[src/rtl/ex_mdu.sv]
// rtl/ex_mdu.sv - multi-cycle multiply/divide unit for the EX stage
module ex_mdu #(
    parameter int XLEN = 32
) (
    input  logic            clk,
    input  logic            rst,
    input  logic            start_i,
    input  logic [2:0]      op_i,
    input  logic [XLEN-1:0] opnd1_i,
    input  logic [XLEN-1:0] opnd2_i,
    input  logic [XLEN-1:0] hi_i,
    input  logic [XLEN-1:0] lo_i,
    input  logic            annul_i,
    output logic            stallreq_o,
    output logic            whilo_o,
    output logic [XLEN-1:0] hi_o,
    output logic [XLEN-1:0] lo_o
);
    localparam int DW = 2 * XLEN;
    localparam int CW = $clog2(XLEN);
    localparam logic [CW-1:0] LAST_CNT = CW'(XLEN - 1);

    typedef enum logic [2:0] {
        S_IDLE,
        S_MUL,
        S_ACC,
        S_DIV,
        S_DONE
    } state_t;

    state_t r_state;
    state_t w_next;

    logic [2:0]      r_op;
    logic [XLEN-1:0] r_a;
    logic [XLEN-1:0] r_b;
    logic [XLEN-1:0] r_hi;
    logic [XLEN-1:0] r_lo;
    logic [DW-1:0]   r_prod;
    logic [DW-1:0]   r_res;
    logic [XLEN-1:0] r_quo;
    logic [XLEN-1:0] r_rem;
    logic [XLEN-1:0] r_dvs;
    logic [CW-1:0]   r_cnt;

    logic            w_accept;
    logic            w_in_div;
    logic            w_in_signed;
    logic [XLEN-1:0] w_abs1;
    logic [XLEN-1:0] w_abs2;
    logic [DW-1:0]   w_a_ext;
    logic [DW-1:0]   w_b_ext;
    logic [DW-1:0]   w_prod;
    logic [DW-1:0]   w_acc;
    logic [XLEN:0]   w_rem_sh;
    logic [XLEN:0]   w_diff;
    logic            w_ge;
    logic [XLEN-1:0] w_rem_nx;
    logic [XLEN-1:0] w_quo_nx;
    logic            w_neg_q;
    logic            w_neg_r;
    logic [XLEN-1:0] w_quo_fix;
    logic [XLEN-1:0] w_rem_fix;

    // Acceptance and operand magnitudes for division, taken straight from the inputs
    assign w_accept    = start_i && !annul_i;
    assign w_in_div    = (op_i[2:1] == 2'b11);
    assign w_in_signed = !op_i[0];
    assign w_abs1      = (w_in_signed && opnd1_i[XLEN-1]) ? (~opnd1_i + 1'b1) : opnd1_i;
    assign w_abs2      = (w_in_signed && opnd2_i[XLEN-1]) ? (~opnd2_i + 1'b1) : opnd2_i;

    // Full-width product of the latched operands; low op bit selects zero extension
    assign w_a_ext = r_op[0] ? {{XLEN{1'b0}}, r_a} : {{XLEN{r_a[XLEN-1]}}, r_a};
    assign w_b_ext = r_op[0] ? {{XLEN{1'b0}}, r_b} : {{XLEN{r_b[XLEN-1]}}, r_b};
    assign w_prod  = w_a_ext * w_b_ext;
    assign w_acc   = (r_op[2:1] == 2'b01) ? ({r_hi, r_lo} + r_prod) : ({r_hi, r_lo} - r_prod);

    // One restoring-division step: shift in the next dividend bit and try to subtract
    assign w_rem_sh = {r_rem, r_quo[XLEN-1]};
    assign w_diff   = w_rem_sh - {1'b0, r_dvs};
    assign w_ge     = !w_diff[XLEN];
    assign w_rem_nx = w_ge ? w_diff[XLEN-1:0] : w_rem_sh[XLEN-1:0];
    assign w_quo_nx = {r_quo[XLEN-2:0], w_ge};

    // Sign fixup: quotient negative when signs differ, remainder follows the dividend
    assign w_neg_q   = !r_op[0] && (r_a[XLEN-1] ^ r_b[XLEN-1]);
    assign w_neg_r   = !r_op[0] && r_a[XLEN-1];
    assign w_quo_fix = w_neg_q ? (~w_quo_nx + 1'b1) : w_quo_nx;
    assign w_rem_fix = w_neg_r ? (~w_rem_nx + 1'b1) : w_rem_nx;

    // State register
    always_ff @(posedge clk) begin
        if (rst) begin
            r_state <= S_IDLE;
        end else begin
            r_state <= w_next;
        end
    end

    // Next-state selection and stall request; a flush always returns to IDLE
    always_comb begin
        w_next     = r_state;
        stallreq_o = 1'b0;
        case (r_state)
            S_IDLE: begin
                if (w_accept) begin
                    stallreq_o = 1'b1;
                    if (w_in_div) begin
                        w_next = (opnd2_i == '0) ? S_DONE : S_DIV;
                    end else begin
                        w_next = S_MUL;
                    end
                end
            end
            S_MUL: begin
                stallreq_o = 1'b1;
                w_next     = (r_op[2:1] == 2'b00) ? S_DONE : S_ACC;
            end
            S_ACC: begin
                stallreq_o = 1'b1;
                w_next     = S_DONE;
            end
            S_DIV: begin
                stallreq_o = 1'b1;
                if (r_cnt == LAST_CNT) begin
                    w_next = S_DONE;
                end
            end
            S_DONE: begin
                w_next = S_IDLE;
            end
            default: begin
                w_next = S_IDLE;
            end
        endcase
        if (annul_i) begin
            w_next = S_IDLE;
        end
    end

    // Datapath: latch operands in IDLE, then advance multiply, accumulate or divide
    always_ff @(posedge clk) begin
        if (rst) begin
            r_op   <= '0;
            r_a    <= '0;
            r_b    <= '0;
            r_hi   <= '0;
            r_lo   <= '0;
            r_prod <= '0;
            r_res  <= '0;
            r_quo  <= '0;
            r_rem  <= '0;
            r_dvs  <= '0;
            r_cnt  <= '0;
        end else begin
            case (r_state)
                S_IDLE: begin
                    if (w_accept) begin
                        r_op  <= op_i;
                        r_a   <= opnd1_i;
                        r_b   <= opnd2_i;
                        r_hi  <= hi_i;
                        r_lo  <= lo_i;
                        r_res <= '0;
                        r_quo <= w_abs1;
                        r_dvs <= w_abs2;
                        r_rem <= '0;
                        r_cnt <= '0;
                    end
                end
                S_MUL: begin
                    r_prod <= w_prod;
                    r_res  <= w_prod;
                end
                S_ACC: begin
                    r_res <= w_acc;
                end
                S_DIV: begin
                    r_rem <= w_rem_nx;
                    r_quo <= w_quo_nx;
                    r_cnt <= r_cnt + 1'b1;
                    if (r_cnt == LAST_CNT) begin
                        r_res <= {w_rem_fix, w_quo_fix};
                    end
                end
                default: begin
                end
            endcase
        end
    end

    // Result is only visible during DONE
    always_comb begin
        whilo_o = (r_state == S_DONE);
        hi_o    = whilo_o ? r_res[DW-1:XLEN] : '0;
        lo_o    = whilo_o ? r_res[XLEN-1:0] : '0;
    end
endmodule

[config.mk]
export PLATFORM = sky130hd
export DESIGN_NAME = ex_mdu
export DESIGN_NICKNAME = d
export VERILOG_FILES = /design/src/rtl/ex_mdu.sv
export SDC_FILE = /design/constraint.sdc
export NUM_CORES = 2
export LEC_CHECK = 0
export CELL_PAD_IN_SITES_DETAIL_PLACEMENT = 1
export CELL_PAD_IN_SITES_GLOBAL_PLACEMENT = 2
export CORE_ASPECT_RATIO = 0.6
export CORE_MARGIN = 1
export CORE_UTILIZATION = 41
export CTS_CLUSTER_DIAMETER = 200
export DETAILED_ROUTE_END_ITERATION = 8
export HOLD_SLACK_MARGIN = 0.05
export PLACE_DENSITY_LB_ADDON = 0.1
export SYNTH_ARGS = -nofsm -noshare
export SYNTH_HDL_FRONTEND = slang
export SYNTH_SLANG_ARGS = --single-unit
[constraint.sdc]
create_clock -name clk -period 14.1 [get_ports clk]
set_clock_uncertainty 0.15 [all_clocks]
set_input_delay 1.41 -clock clk [delete_from_list [all_inputs] [get_ports clk]]
set_output_delay 1.41 -clock clk [all_outputs]
set_load 0.03 [all_outputs]
# [Word-level counts from Yosys, hierarchy flattened]
# Cells that the tools add are included.
[op_classes] n_eq_ne=9 shift=0 add_sub_neg=8 n_lt_le_gt_ge=0 div_mod_pow=0 bitwise=5 n_mux=27 multipliers=1 reduce_logical=20
[op_table] operator="two-way mux 64 bit" n=5
[op_table] operator="two-way mux 32 bit" n=9
[op_table] operator="case mux 64 bit (4 select lines)" n=1
[op_table] operator="adder 32 x 1 -> 32 bit, second input constant" n=4
[op_table] operator="inverter 32 bit" n=4
[op_table] operator="case mux 32 bit (2 select lines)" n=2
[op_table] operator="adder 64 bit" n=1
[op_table] operator="multiplier 64 x 64 -> 64 bit" n=1
[op_table] operator="subtractor 64 bit" n=1
[op_table] operator="subtractor 33 x 32 -> 33 bit" n=1
[op_table] operator="logical NOT 32 bit" n=1
[op_table] operator="two-way mux 3 bit" n=5
[op_table] operator="case mux 3 bit (4 select lines)" n=1
[op_table] operator="case mux 5 bit (2 select lines)" n=1
[op_table] operator="== test 3 x 2 -> 1 bit, second input constant" n=2
[op_table] operator="AND reduction 2 bit" n=3
[op_table] operator="adder 5 x 1 -> 5 bit, second input constant" n=1
[op_table] operator="== test 5 bit, second input constant" n=1
[op_table] operator="logical AND 1 bit" n=5
[op_table] operator="two-way mux 5 bit" n=1
[op_table] operator="logical NOT 1 bit" n=4
[op_table] operator="inequality test 2 bit, second input constant" n=2
[op_table] operator="nonzero test 4 bit" n=1
[op_table] operator="== test 3 x 1 -> 1 bit, second input constant" n=1
[op_table] operator="other kinds (12)" n=12
[word_totals] register_bits=363 memories=0 out_inout_bits=66 word_cells=82 latchBits=0 romBits=0 ram_bits=0 input_bits=135

# [Depth between registers and ports, before layout]
[logic_depth] ltp_word=7 ltp_mapped=38

# [Worst setup path before layout]
# Ideal clock, no wire load.
[synth_timing] path_type="register -> register" start="reg r_a[31]" end="reg r_res[58]" arrival_time_ps=10178 n_path_buf=5 setup_time_ps=135 setup_slack_ps=3637 synth_period_minus_slack_ps=10463 path_stages_with_launch=35 cell_sequence="dfxtp_1 -> nor2b_1 -> clkbuf_1 -> clkbuf_1 -> clkbuf_1 -> clkbuf_1 -> nand2_1 -> fa_1 -> inv_1 -> fa_1 -> fa_1 -> inv_1 -> fa_1 -> inv_1 -> fa_1 -> fa_1 -> fa_1 -> fa_1 -> fa_1 -> inv_1 -> fa_1 -> inv_1 -> ha_1 -> clkbuf_1 -> and3_1 -> nand4_1 -> or4_1 -> a21oi_1 -> nor3_1 -> o31a_1 -> o21ai_1 -> a31o_2 -> xor2_1 -> a222oi_1 -> a311oi_1"
[synth_via] elab_chain_cells=4 elab_cells_between_ends=6
[synth_rtl] element="start: declaration" line="35" source="logic [XLEN-1:0] r_a;"
[synth_rtl] element="start signal: assignment" line="160" source="r_a <= opnd1_i;"
[synth_rtl] element="branches (longest 3 deep; another with multiplier 64 x 64 -> 64 bit)"
[synth_rtl] element="case mux 64 bit (4 select lines) *" line="156" source="case (r_state)"
[synth_rtl] element="end signal: assignment" line="173" source="r_res <= w_prod;"
[synth_rtl] element="end signal: assignment" line="176" source="r_res <= w_acc;"
[synth_rtl] element="end signal: assignment" line="183" source="r_res <= {w_rem_fix, w_quo_fix};"
[synth_rtl] element="end: declaration" line="40" source="logic [DW-1:0] r_res;"
# Mark *: on every way between the ends. The select of a mux whose other input is x is not followed.
# A chain may end at the register's enable or synchronous reset.

# [Worst setup path after layout]
[layout_timing] start="reg r_op[0]" end="reg r_res[59]"
[layout_via] elab_chain_cells=5 elab_cells_between_ends=8
[layout_rtl] element="start: declaration" line="34" source="logic [2:0] r_op;"
[layout_rtl] element="start signal: assignment" line="159" source="r_op <= op_i;"
[layout_rtl] element="branches (longest 4 deep; another with multiplier 64 x 64 -> 64 bit)"
[layout_rtl] element="case mux 64 bit (4 select lines) *" line="156"
# Marks and branches as above.

==> results.py <==
metrics = {
    "sta": {
        "final.period_utilization_pct": 80.7,
        "setup_tns_ns": 0,
        "rsz0062_at_grt": "no",
        "fmax_mhz": 87.9,
        "fin_crit_ns": 11.37,
        "worst_pin_slew_ns": 1.46,
        "finalHoldViolations": 0,
        "drv_slew": 0,
        "finalSetupViolCount": 0,
        "relSlewSlack_pct": 2.91,
    },
    "grt": {
        "grt_usage_pct": 33.9,
        "grt_overflow": 0,
        "grt_first_pass_wirelength_um": 442000,
        "grt_max_degree": 98,
        "first_global_vias": 63900,
        "antenna_found_initial": 11,
    },
    "yosys": {
        "synth-seq-cells": 362,
        "syn_nets": 10400,
        "yosys.area.top_type": "fa_1",
        "synth.area.top_cells": "fa_1 39%, dfxtp_1 10%, inv_1 8.3%",
        "async_reset_ff_share_pct": 0,
        "synth.distinct_cells": 91,
        "seq_area_frac_synth_pct": 10.0,
        "ys_warn_count": 0,
        "synth-edff-count": 0,
        "synth_ff_type": "dfxtp_1",
        "netlist_area_um2": 72100,
        "netlist_instances": 8407,
        "syn_area_per_cell_um2": 8.58,
        "synth_top_area_share_pct": 39.3,
    },
    "placement": {
        "dp_hpwl_um": 243000,
        "place_congestion": 0.964,
        "port-buffer-count": 200,
        "dp.cells": 10600,
    },
    "cts": {
        "cts_hold_repair.buffers": 0,
        "insertion_delay_ns": 0.65,
        "clockBufferDepth": 3,
        "cts_tree": "done",
        "postCtsSetupRepairBufs": 0,
        "cts-buffers-inserted": 41,
        "cts.clk_slew.worst_paths_ns": 0.07,
        "cts_sinks": 362,
        "htreeDepth": 2,
        "root_buffer": "clkbuf_16",
        "cts_repair_resize_count": 0,
    },
    "status": {
        "status": "finished clean",
    },
    "cells_and_area": {
        "drive_gt1_share_pct": 3.34,
        "final_cells": 10700,
        "nets": 10300,
        "area_delta_synth_final_pct": 7.82,
    },
    "die": {
        "start_util_pct": 41.5,
        "die_y_um": 327,
        "die_w_um": 544,
        "die_area_um2": 178000,
        "core_um2": 174000,
        "io_pins": 201,
        "num_rows": 118,
    },
    "setup_path": {
        "worstSetupStartpoint": "r_op[0]",
        "reg2reg_from": "r_op[0]",
        "cp.arrival_ns": 11.72,
        "max_stage_delay_ns": 1.04,
        "required_ns": 14.45,
        "crit_top_cell": "fa_1",
        "crit_slowest_cell": "fa_1",
        "critPathKind": "flop to flop",
        "endpoint_kind": "flop",
        "start_kind": "flop",
        "crit_path_max_fanout": 45,
    },
    "detailed_routing": {
        "wirelength_um": 295000,
        "drc_errors": 0,
        "drt_iter0_markers": 5743,
        "ant_nets": 0,
        "num_vias": 59900,
        "avgRoutedWirePerCell_um": 27.6,
        "via_per_inst": 5.60,
        "first_pass_iters": 5,
    },
    "power_and_ir_drop": {
        "peakVddDrop_mv": 0.0682,
        "power_mw": 4.61,
        "leakage_nw": 37.2,
        "power.density_nw_per_um2": 59.3,
    },
    "run": {
        "drv_cap": 0,
    },
    "worst_hold_path": {
        "hold_class": "flop to flop",
        "hp-start": "r_res[15]",
    },
}
-- worst max-delay path, delay by kind of cell, from the launching register on --
kind,cells,cell delay (ns)
xor gates and xnor gates,1,0.17
adders and majority gates,11,6.05
buffers and inverters,7,1.23
DFF,1,0.40
and+or+nand+nor,6,1.19
AOI/OAI and AO/OA,6,2.04
-- layer usage --
layer / up-vias / routed length [um] / track usage (%) / share of wire (%)
li1: 25900 / - / - / -
met1: 31600 / 147000 / 54.7 / 50
met4: 6 / 5060 / 5.30 / 1.7
met5: - / 38 / 0 / 0.013
met2: 2193 / 116000 / 46.5 / 39
met3: 205 / 26100 / 6.88 / 8.9
-- kinds of logic after synthesis --
logic type | synth area share [%]
and+or+nand+nor | 16.7
buffers and inverters | 10.7
adders and majority gates | 46.6
AOI/OAI and AO/OA | 11.2
DFF | 10.0
xor gates and xnor gates | 4.37
muxes | 0.328
-- cell usage after synthesis (10+ instances only) --
library cell / count
o31ai_1: 25
dfxtp_1: 362
and3_1: 96
or3_1: 27
a311oi_1: 13
nor2b_1: 32
a21oi_1: 519
o21ai_0: 198
and2_1: 599
nor3_1: 70
o21ai_1: 10
buf_2: 19
nand3_1: 65
fa_1: 1417
buf_1: 15
a22oi_1: 54
ha_1: 420
xor2_1: 134
o41ai_1: 12
a21o_1: 116
mux2i_1: 18
nor4_1: 33
or4_1: 19
nand2b_1: 44
a31oi_1: 51
nand2_1: 1127
clkbuf_1: 419
nand4_1: 29
a211oi_1: 62
o211ai_1: 25
a221oi_1: 12
o221ai_1: 19
inv_1: 1596
o21a_1: 30
a22o_1: 16
xnor2_1: 226
nor2_1: 275
o21bai_1: 28
or2_2: 21
-- flip-flops by register name (all words and copies together) (netlist names) --
name	count
r_prod	64
r_res	64
r_a	32
r_b	32
r_hi	32
r_lo	32
r_quo	32
r_rem	32
r_dvs	31
r_cnt	5
r_op	3
r_state	3
-- power by group --
| group | total (mW) | switching [mW] | internal (mW) |
|---|---|---|---|
| Clock | 1.22 | 0.560 | 0.655 |
| Combinational | 2.29 | 1.54 | 0.751 |
| Sequential | 1.10 | 0.0431 | 1.06 |
| Total | 4.61 | 2.14 | 2.47 |
-- area by class of cell --
cell class                      instances  area (um2)
Timing Repair Buffer                  324        2940
Multi-Input combinational cell       5994       57300
Sequential cell                       362        7250
Fill cell                           20400       95900
Antenna cell                            6        15.0
Clock buffer                           57        1170
Inverter                             1597        5990
Clock inverter                         16         210
Tap cell                             2340        2930
-- per-stage QoR --
stage	hold slack [ns]	setup WS [ns]	cell area (um2)	utilization, %
finish	0.300	2.73	77800	44.8
global placement	0.284	3.21	76400	44.0
global route	0.308	2.35	77800	44.8
CTS	0.301	2.93	77800	44.8
detailed placement	0.292	2.99	76400	44.0
floorplan	0.267	3.64	72100	-
-- path summary, 6_finish.rpt --
| path | to | slack (ns) | cells after the start |
|---|---|---|---|
| setup / recovery | r_res[59] | 2.73 | 31 |
| hold / removal | r_res[15] | 0.30 | 2 |
| setup reg to reg | r_res[59] | 2.73 | 31 |
| hold reg to reg | r_res[15] | 0.30 | 2 |
-- layout by cell type, fill, tap and decap left out, types with 41 or more instances in the layout --
| cell type | netlist | final |
|---|---|---|
| inv_1 | 1596 | 1596 |
| fa_1 | 1417 | 1417 |
| nand2_1 | 1127 | 1126 |
| and2_1 | 599 | 599 |
| a21oi_1 | 519 | 519 |
| ha_1 | 420 | 420 |
| dfxtp_1 | 362 | 357 |
| nor2_1 | 275 | 269 |
| xnor2_1 | 226 | 226 |
| clkdlybuf4s50_1 | 0 | 199 |
| o21ai_0 | 198 | 197 |
| xor2_1 | 134 | 134 |
| buf_4 | 1 | 124 |
| a21o_1 | 116 | 116 |
| and3_1 | 96 | 96 |
| nor3_1 | 70 | 68 |
| nand3_1 | 65 | 65 |
| a211oi_1 | 62 | 62 |
| a22oi_1 | 54 | 54 |
| a31oi_1 | 51 | 51 |
| nand2b_1 | 44 | 43 |
| clkbuf_16 | 0 | 41 |
Note: power is estimated with default switching activity, not from simulation.
